`src/rtl/fd_decode_stage.sv`:
```
// Fetch/decode pipeline register with a 2-entry skid buffer and fixed-field instruction split.
// Optional macro FD_NOP_SQUASH_EN: accepted all-zero instructions are consumed but never stored.
module fd_decode_stage #(
   parameter int INSN_W = 32,
   parameter int PC_W   = 32,
   parameter int IMM_W  = 17
) (
   input  logic              clock,
   input  logic              reset_n,
   input  logic              in_valid,
   output logic              in_ready,
   input  logic [INSN_W-1:0] in_insn,
   input  logic [PC_W-1:0]   in_pc,
   input  logic              flush,
   output logic              out_valid,
   input  logic              out_ready,
   output logic [PC_W-1:0]   out_pc,
   output logic [4:0]        out_opcode,
   output logic [4:0]        out_rd,
   output logic [4:0]        out_rs,
   output logic [4:0]        out_rt,
   output logic [4:0]        out_shamt,
   output logic [4:0]        out_aluop,
   output logic [IMM_W-1:0]  out_imm,
   output logic [26:0]       out_target,
   output logic              out_is_itype
);

   typedef enum logic [1:0] {ST_EMPTY, ST_ONE, ST_TWO} state_t;

   state_t            state, state_nxt;
   logic [INSN_W-1:0] main_insn, skid_insn;
   logic [PC_W-1:0]   main_pc, skid_pc;
   logic              main_itype;
   logic              accept, fire, store_in;
   logic              load_in, load_skid, load_from_skid;

   function automatic logic is_itype(input logic [4:0] op);
      return op inside {5'b00101, 5'b00111, 5'b01000, 5'b00010, 5'b00110};
   endfunction

   // Occupancy control; flush overrides everything but a coincident fire still counts downstream.
   always_comb begin
      accept         = in_valid && in_ready;
      fire           = out_valid && out_ready;
`ifdef FD_NOP_SQUASH_EN
      store_in       = accept && (in_insn != '0);
`else
      store_in       = accept;
`endif
      state_nxt      = state;
      load_in        = 1'b0;
      load_skid      = 1'b0;
      load_from_skid = 1'b0;
      if (flush) begin
         state_nxt = ST_EMPTY;
      end else begin
         case (state)
            ST_EMPTY: begin
               if (store_in) begin
                  state_nxt = ST_ONE;
                  load_in   = 1'b1;
               end
            end
            ST_ONE: begin
               if (store_in && fire) begin
                  load_in = 1'b1;
               end else if (store_in) begin
                  state_nxt = ST_TWO;
                  load_skid = 1'b1;
               end else if (fire) begin
                  state_nxt = ST_EMPTY;
               end
            end
            ST_TWO: begin
               if (fire) begin
                  state_nxt      = ST_ONE;
                  load_from_skid = 1'b1;
               end
            end
            default: state_nxt = ST_EMPTY;
         endcase
      end
   end

   // in_ready and out_valid are registered copies of the next occupancy, so neither depends on out_ready combinationally.
   always_ff @(posedge clock) begin
      if (!reset_n) begin
         state      <= ST_EMPTY;
         out_valid  <= 1'b0;
         in_ready   <= 1'b1;
         main_insn  <= '0;
         main_pc    <= '0;
         main_itype <= 1'b0;
         skid_insn  <= '0;
         skid_pc    <= '0;
      end else begin
         state     <= state_nxt;
         out_valid <= (state_nxt != ST_EMPTY);
         in_ready  <= (state_nxt != ST_TWO);
         if (load_in) begin
            main_insn  <= in_insn;
            main_pc    <= in_pc;
            main_itype <= is_itype(in_insn[31:27]);
         end else if (load_from_skid) begin
            main_insn  <= skid_insn;
            main_pc    <= skid_pc;
            main_itype <= is_itype(skid_insn[31:27]);
         end
         if (flush) begin
            skid_insn <= '0;
            skid_pc   <= '0;
         end else if (load_skid) begin
            skid_insn <= in_insn;
            skid_pc   <= in_pc;
         end
      end
   end

   assign out_pc       = main_pc;
   assign out_opcode   = main_insn[31:27];
   assign out_rd       = main_insn[26:22];
   assign out_rs       = main_insn[21:17];
   assign out_rt       = main_insn[16:12];
   assign out_shamt    = main_insn[11:7];
   assign out_aluop    = main_insn[6:2];
   assign out_imm      = main_insn[IMM_W-1:0];
   assign out_target   = main_insn[26:0];
   assign out_is_itype = main_itype;

endmodule

```
`config.mk`:
```
export PLATFORM = sky130hd
export DESIGN_NAME = fd_decode_stage
export DESIGN_NICKNAME = d
export VERILOG_FILES = /design/src/rtl/fd_decode_stage.sv
export SDC_FILE = /design/constraint.sdc
export NUM_CORES = 1
export LEC_CHECK = 0
export ABC_CLOCK_PERIOD_IN_PS = 2100
export BUFFER_PORTS_ARGS = -buffer_cell sky130_fd_sc_hd__buf_2
export CORE_MARGIN = 5
export CORE_UTILIZATION = 51
export CTS_CLUSTER_DIAMETER = 60
export DETAILED_ROUTE_END_ITERATION = 8
export PLACE_DENSITY = 0.8
export REMOVE_ABC_BUFFERS = 1
export SETUP_SLACK_MARGIN = 0.3
export SLEW_MARGIN = 0
export SYNTH_ARGS = -nofsm -noshare
export SYNTH_HDL_FRONTEND = slang
export SYNTH_SLANG_ARGS = --single-unit
```
`constraint.sdc`:
```
create_clock -name clock -period 2.1 [get_ports clock]
set_input_delay 0.21 -clock clock [delete_from_list [all_inputs] [get_ports clock]]
set_output_delay 0.21 -clock clock [all_outputs]
set_load 0.1 [all_outputs]
```
## Yosys cells after proc, flatten, opt, wreduce, memory -nomap -nowiden

Index checks and enable logic that the tools add are counted.

- Flip-flop bits (word level): 133
- ROM bits: 0
- Latch bits: 0
- Memories: 0
- Input bits: 69
- Output and inout bits: 109
- RAM bits: 0
- Word-level logic and storage cells: 54

- Multiplexer cells: 23
- Bitwise operators: 1
- Reduce and logical (&&, ||, !) cells: 9
- Add/sub/neg operators: 0
- Shift-type cells: 0
- Div/mod/pow operators: 0
- Multipliers: 0
- Order comparisons: 0
- Equality and inequality tests: 13

Operators with widths:

| kind | count |
|---|---|
| two-way mux 32 bit | 4 |
| == test 5 x 3 -> 1 bit (second input constant) | 6 |
| two-way mux 2 bit | 6 |
| two-way mux 1 bit | 11 |
| == test 5 x 2 -> 1 bit (second input constant) | 2 |
| == test 5 x 4 -> 1 bit (second input constant) | 2 |
| nonzero test 5 bit | 2 |
| case mux 2 bit (3 select lines) | 1 |
| nonzero test 2 bit | 2 |
| logical AND 1 bit | 3 |
| == test 2 x 1 -> 1 bit (second input constant) | 1 |
| == test 2 bit (second input constant) | 1 |
| zero test 2 bit | 1 |
| inequality test 2 bit (second input constant) | 1 |
| case mux 1 bit (2 select lines) | 1 |
| OR reduction 2 bit | 1 |
| inverter 1 bit | 1 |

## Logic depth before layout (Yosys ltp)

- Depth after elaboration: 7
- Depth in mapped cells: 7
- Mapped depth without buffers: 4

## Least setup slack after synthesis

No wires, ideal clock.

- Kind: reg-to-reg
- Start point: reg in_ready
- End point: reg skid_insn[28]
- Library setup time: 132 ps
- Arrival: 2169 ps
- Clock period less this slack: 2302 ps
- Slack: -202 ps
- Buffers on the path: 2
- Required time: 1968 ps
- Cell stages (with the launch flop): 7
- Cells stage by stage: dfxtp_1 nand2_1 or4b_1 buf_4 buf_6 nand2_1 a21oi_1

- Cells in the longest elaborated chain, start to end: 5
- Elaborated cells on any way between the ends: 6
- Those cells by class: mux: 4; reduce/logical: 2

Ends and longest elaborated chain:

| item | RTL line | source |
|---|---|---|
| start: declaration | 11 | `output logic in_ready,` |
| start signal: assignment | 100 | `in_ready <= (state_nxt != ST_TWO);` |
| logical AND 1 bit * | 44 | `accept = in_valid && in_ready;` |
| two-way mux 1 bit / logical AND 1 bit (equally long branches) | 68, 66 |  |
| two-way mux 1 bit * | 66 | `if (store_in && fire) begin` |
| two-way mux 1 bit * | 58 | `case (state)` |
| two-way mux 1 bit * | 55 | `if (flush) begin` |
| end signal: assignment | 114 | `skid_insn <= in_insn;` |
| end: declaration | 32 | `logic [INSN_W-1:0] main_insn, skid_insn;` |

Every way passes the cells marked *; elsewhere a longest branch is shown, timed or not.
A chain may end at the register's enable or synchronous reset.

## Worst setup path after layout

- Start point: reg state[0]
- End point: reg main_pc[24], in the netlist out_pc[24]

- Cells in the longest elaborated chain, start to end: 4
- Elaborated cells on any way between the ends: 9
- Those cells by class: eq/ne: 2; mux: 5; reduce/logical: 2

Ends and longest elaborated chain:

| item | RTL line | source |
|---|---|---|
| start: declaration | 31 | `state_t state, state_nxt;` |
| start signal: assignment | 98 | `state <= state_nxt;` |
| == test 2 x 1 -> 1 bit (tied with other cells) | 58 |  |
| case mux 1 bit (2 select lines) / two-way mux 1 bit (equally long branches) | 58 |  |
| two-way mux 1 bit | 55 |  |
| two-way mux 32 bit / nonzero test 2 bit (equally long branches) | - |  |
| end signal: assignment | 103 | `main_pc <= in_pc;` |
| end signal: assignment | 107 | `main_pc <= skid_pc;` |
| end: declaration | 33 | `logic [PC_W-1:0] main_pc, skid_pc;` |

Several ways; a longest one is shown, not always the timed one.

==> flow_summary.toml <==
[die]
die-area_um2 = 13100
dieHeight_um = 115
coreArea_um2 = 10800
io_pins = 178
start_util = 0.517
die_x_um = 115
row_count = 38

[clock_tree]
cts_tree = "yes"
cts_made_buffers = 17
ctsLongestPathBuffers = 2
cts.sinks = 133
root_buffer = "clkbuf_8"
insertion_delay_ps = 500
cts_max_level = 4
cts.clk_slew.worst_paths_ps = 60

[routing]
drc_errors = 0
vias = 5436
drtIter0Drc = 491
drtPass1Iterations = 5
wire_per_inst_um = 14.4
routed_wl_um = 15000
viasPerCell = 5.21
postRouteAntennaNets = 0

[timing]
setup_viol = 0
rsz0062_at_grt = "yes"
fin_ws_ps = 292
finalClockSkew_ps = 11.0
holdWs_ps = 207
fin_crit_sh = 0.861
relSlewSlack = 0.659
fmax_mhz = 553
hold_viol = 0
fin_crit_ps = 1810
finalMaxSlewViolations = 0
tightestPinTransition_ps = 515

[placed_design]
pre_cts_ws_ps = 278
port_buffers = 177
routabilityCongestion = 0.777
placedCellCount = 943
dp_hpwl_um = 8560

[global_route]
busiest_layer = "met2"
track_usage = 0.225
gr-usage-met3 = 0.0391
grt_pass1_wl_um = 24100
antenna_found_initial = 0
grt_overflow = 0
grtUsageMet2 = 0.392
first_global_vias = 5069
grt_max_degree = 61
globalRouteMet1Util = 0.273

[final_layout]
final_nets = 961
syn_to_final_growth_pct = 33.0
fill_cells = 877
fin_util = 0.688
diodes = 0
post_layout_nonfiller_instances = 1044
final_layout_size_suffix_gt1_frac = 0.262

[job]
cap_violations = 0

[synth]
synthDistinctLibCells = 33
ys_seq_area_frac = 0.477
yosysMostFrequentCell = "nand2_1"
synth.area.top_cells = "dfxtp_1, nand2_1, a31oi_1"
synth_edf_count = 0
ys.flop_type = "dfxtp_1"
synth_common_cells = "nand2_1, dfxtp_1, a21oi_1, a31oi_1, buf_4"
syn-mean-instance-area_um2 = 7.83
synth_top_area_cell = "dfxtp_1"
netlist_area_um2 = 5580
async_flop_share = 0
ys_ff_latch = 133
ys_warn_count = 0
synth_cells = 713
synth_top_area_frac = 0.477

[hold_path]
hold_class = "primary input to flip-flop"

[critical_path]
crit_slowest_cell = "or4_2"
crit_type = "flip-flop to flip-flop"
crit_path_end_kind = "flip-flop"
start_kind = "flip-flop"
path_max_fanout = 10
cp_data_required_time_ps = 2480
path_buf_inv = 1
slowest_delay_ps = 810
critPathArrivalTime_ps = 2180
cp_top_family = "simple AND/OR/NAND/NOR gates"
crit_chain = "a21boi_4, buf_4, or4_2, o21ai_1, a31oi_1"

[power_and_ir_drop]
peakVddDrop_v = 0.000652
p_leak_nw = 3.00
power_mw = 7.09
p_per_area_nw_per_um2 = 954

[outcome]
status = "complete, no violations"
## layer usage
| metal | vias to the layer above | share of wire |
|---|---|---|
| met5 | - | 0 |
| met3 | 27 | 0.071 |
| met4 | 0 | 0.017 |
| met2 | 208 | 0.49 |
| li1 | 2716 | - |
| met1 | 2485 | 0.42 |
## worst min-delay path: stages
cell,delay [ps]
buf_2,250
o21ai_0,140
a31oi_1,50
## state kept, by name, indices dropped and copies added (netlist names)
name and count:
out_valid 1, out_is_itype 1, skid_pc 32, main_insn 32
in_ready 1, out_pc 32, state 2, skid_insn 32
## timing repair
item | in CTS | in global routing
hold buffers | 65 | 0
cloned | 2 | 0
pin swaps | 1 | 1
setup endpoints to repair | 67 | 101
setup buffers | 1 | 2
gates resized for setup | 3 | 3
endpoints found under the hold margin | 69 | 0
## power by group
group | internal, mW | switching, mW | total [mW]
logic | 0.333 | 1.39 | 1.72
clock network | 1.59 | 1.08 | 2.67
registers | 2.63 | 0.0653 | 2.69
## cell usage in the layout (no fill, tap or decap), types with 2 or more instances in the layout
cell	instances
buf_12	7
clkbuf_16	16
dlygate4sd3_1	65
clkinv_4	5
a31oi_1	64
nand2_1	259
clkinv_2	4
a21oi_1	64
dfxtp_2	3
o21ai_1	36
nand2b_1	2
clkbuf_8	2
buf_2	177
o21ai_0	29
nor2_1	4
clkinvlp_4	2
dfxtp_1	130
buf_4	9
## final timing paths
check	startpoint	to	slack, ps	depth (start not counted)
max	state[0]	out_pc[24]	290	5
min	reset_n	out_pc[31]	210	3
max reg2reg	state[0]	out_pc[24]	290	5
min reg2reg	skid_pc[9]	skid_pc[9]	450	2
## final cells by class
cell class                      count  area [um2]  share of cell area
Sequential cell                   133        2670               0.359
Multi-Input combinational cell    480        2270               0.305
Timing Repair Buffer              259        1770               0.239
Clock buffer                       19         432              0.0581
Tap cell                          140         175              0.0236
Clock inverter                     12         109              0.0147
Inverter                            1        3.75            0.000505
## cell families (layout without fill, tap and decap cells)
logic type / Yosys count / after routing / share of synthesized area
XOR/XNOR: 1 / 1 / 0.00157
flip-flops: 133 / 133 / 0.477
multiplexers: 2 / 2 / 0.00381
AO/OA/AOI/OAI: 201 / 201 / 0.203
AND/OR/NAND/NOR: 275 / 276 / 0.193
buffers and inverters: 101 / 291 / 0.122
## stage by stage
step / setup TNS [ps] / cell area (um2)
2_1_floorplan: -399030 / 4900
3_3_place_gp: 0 / 6170
3_5_place_dp: 0 / 6170
4_1_cts: 0 / 7410
5_1_grt: 0 / 7430
6_report: 0 / 7430
Note: power is estimated with default switching activity, not from simulation.
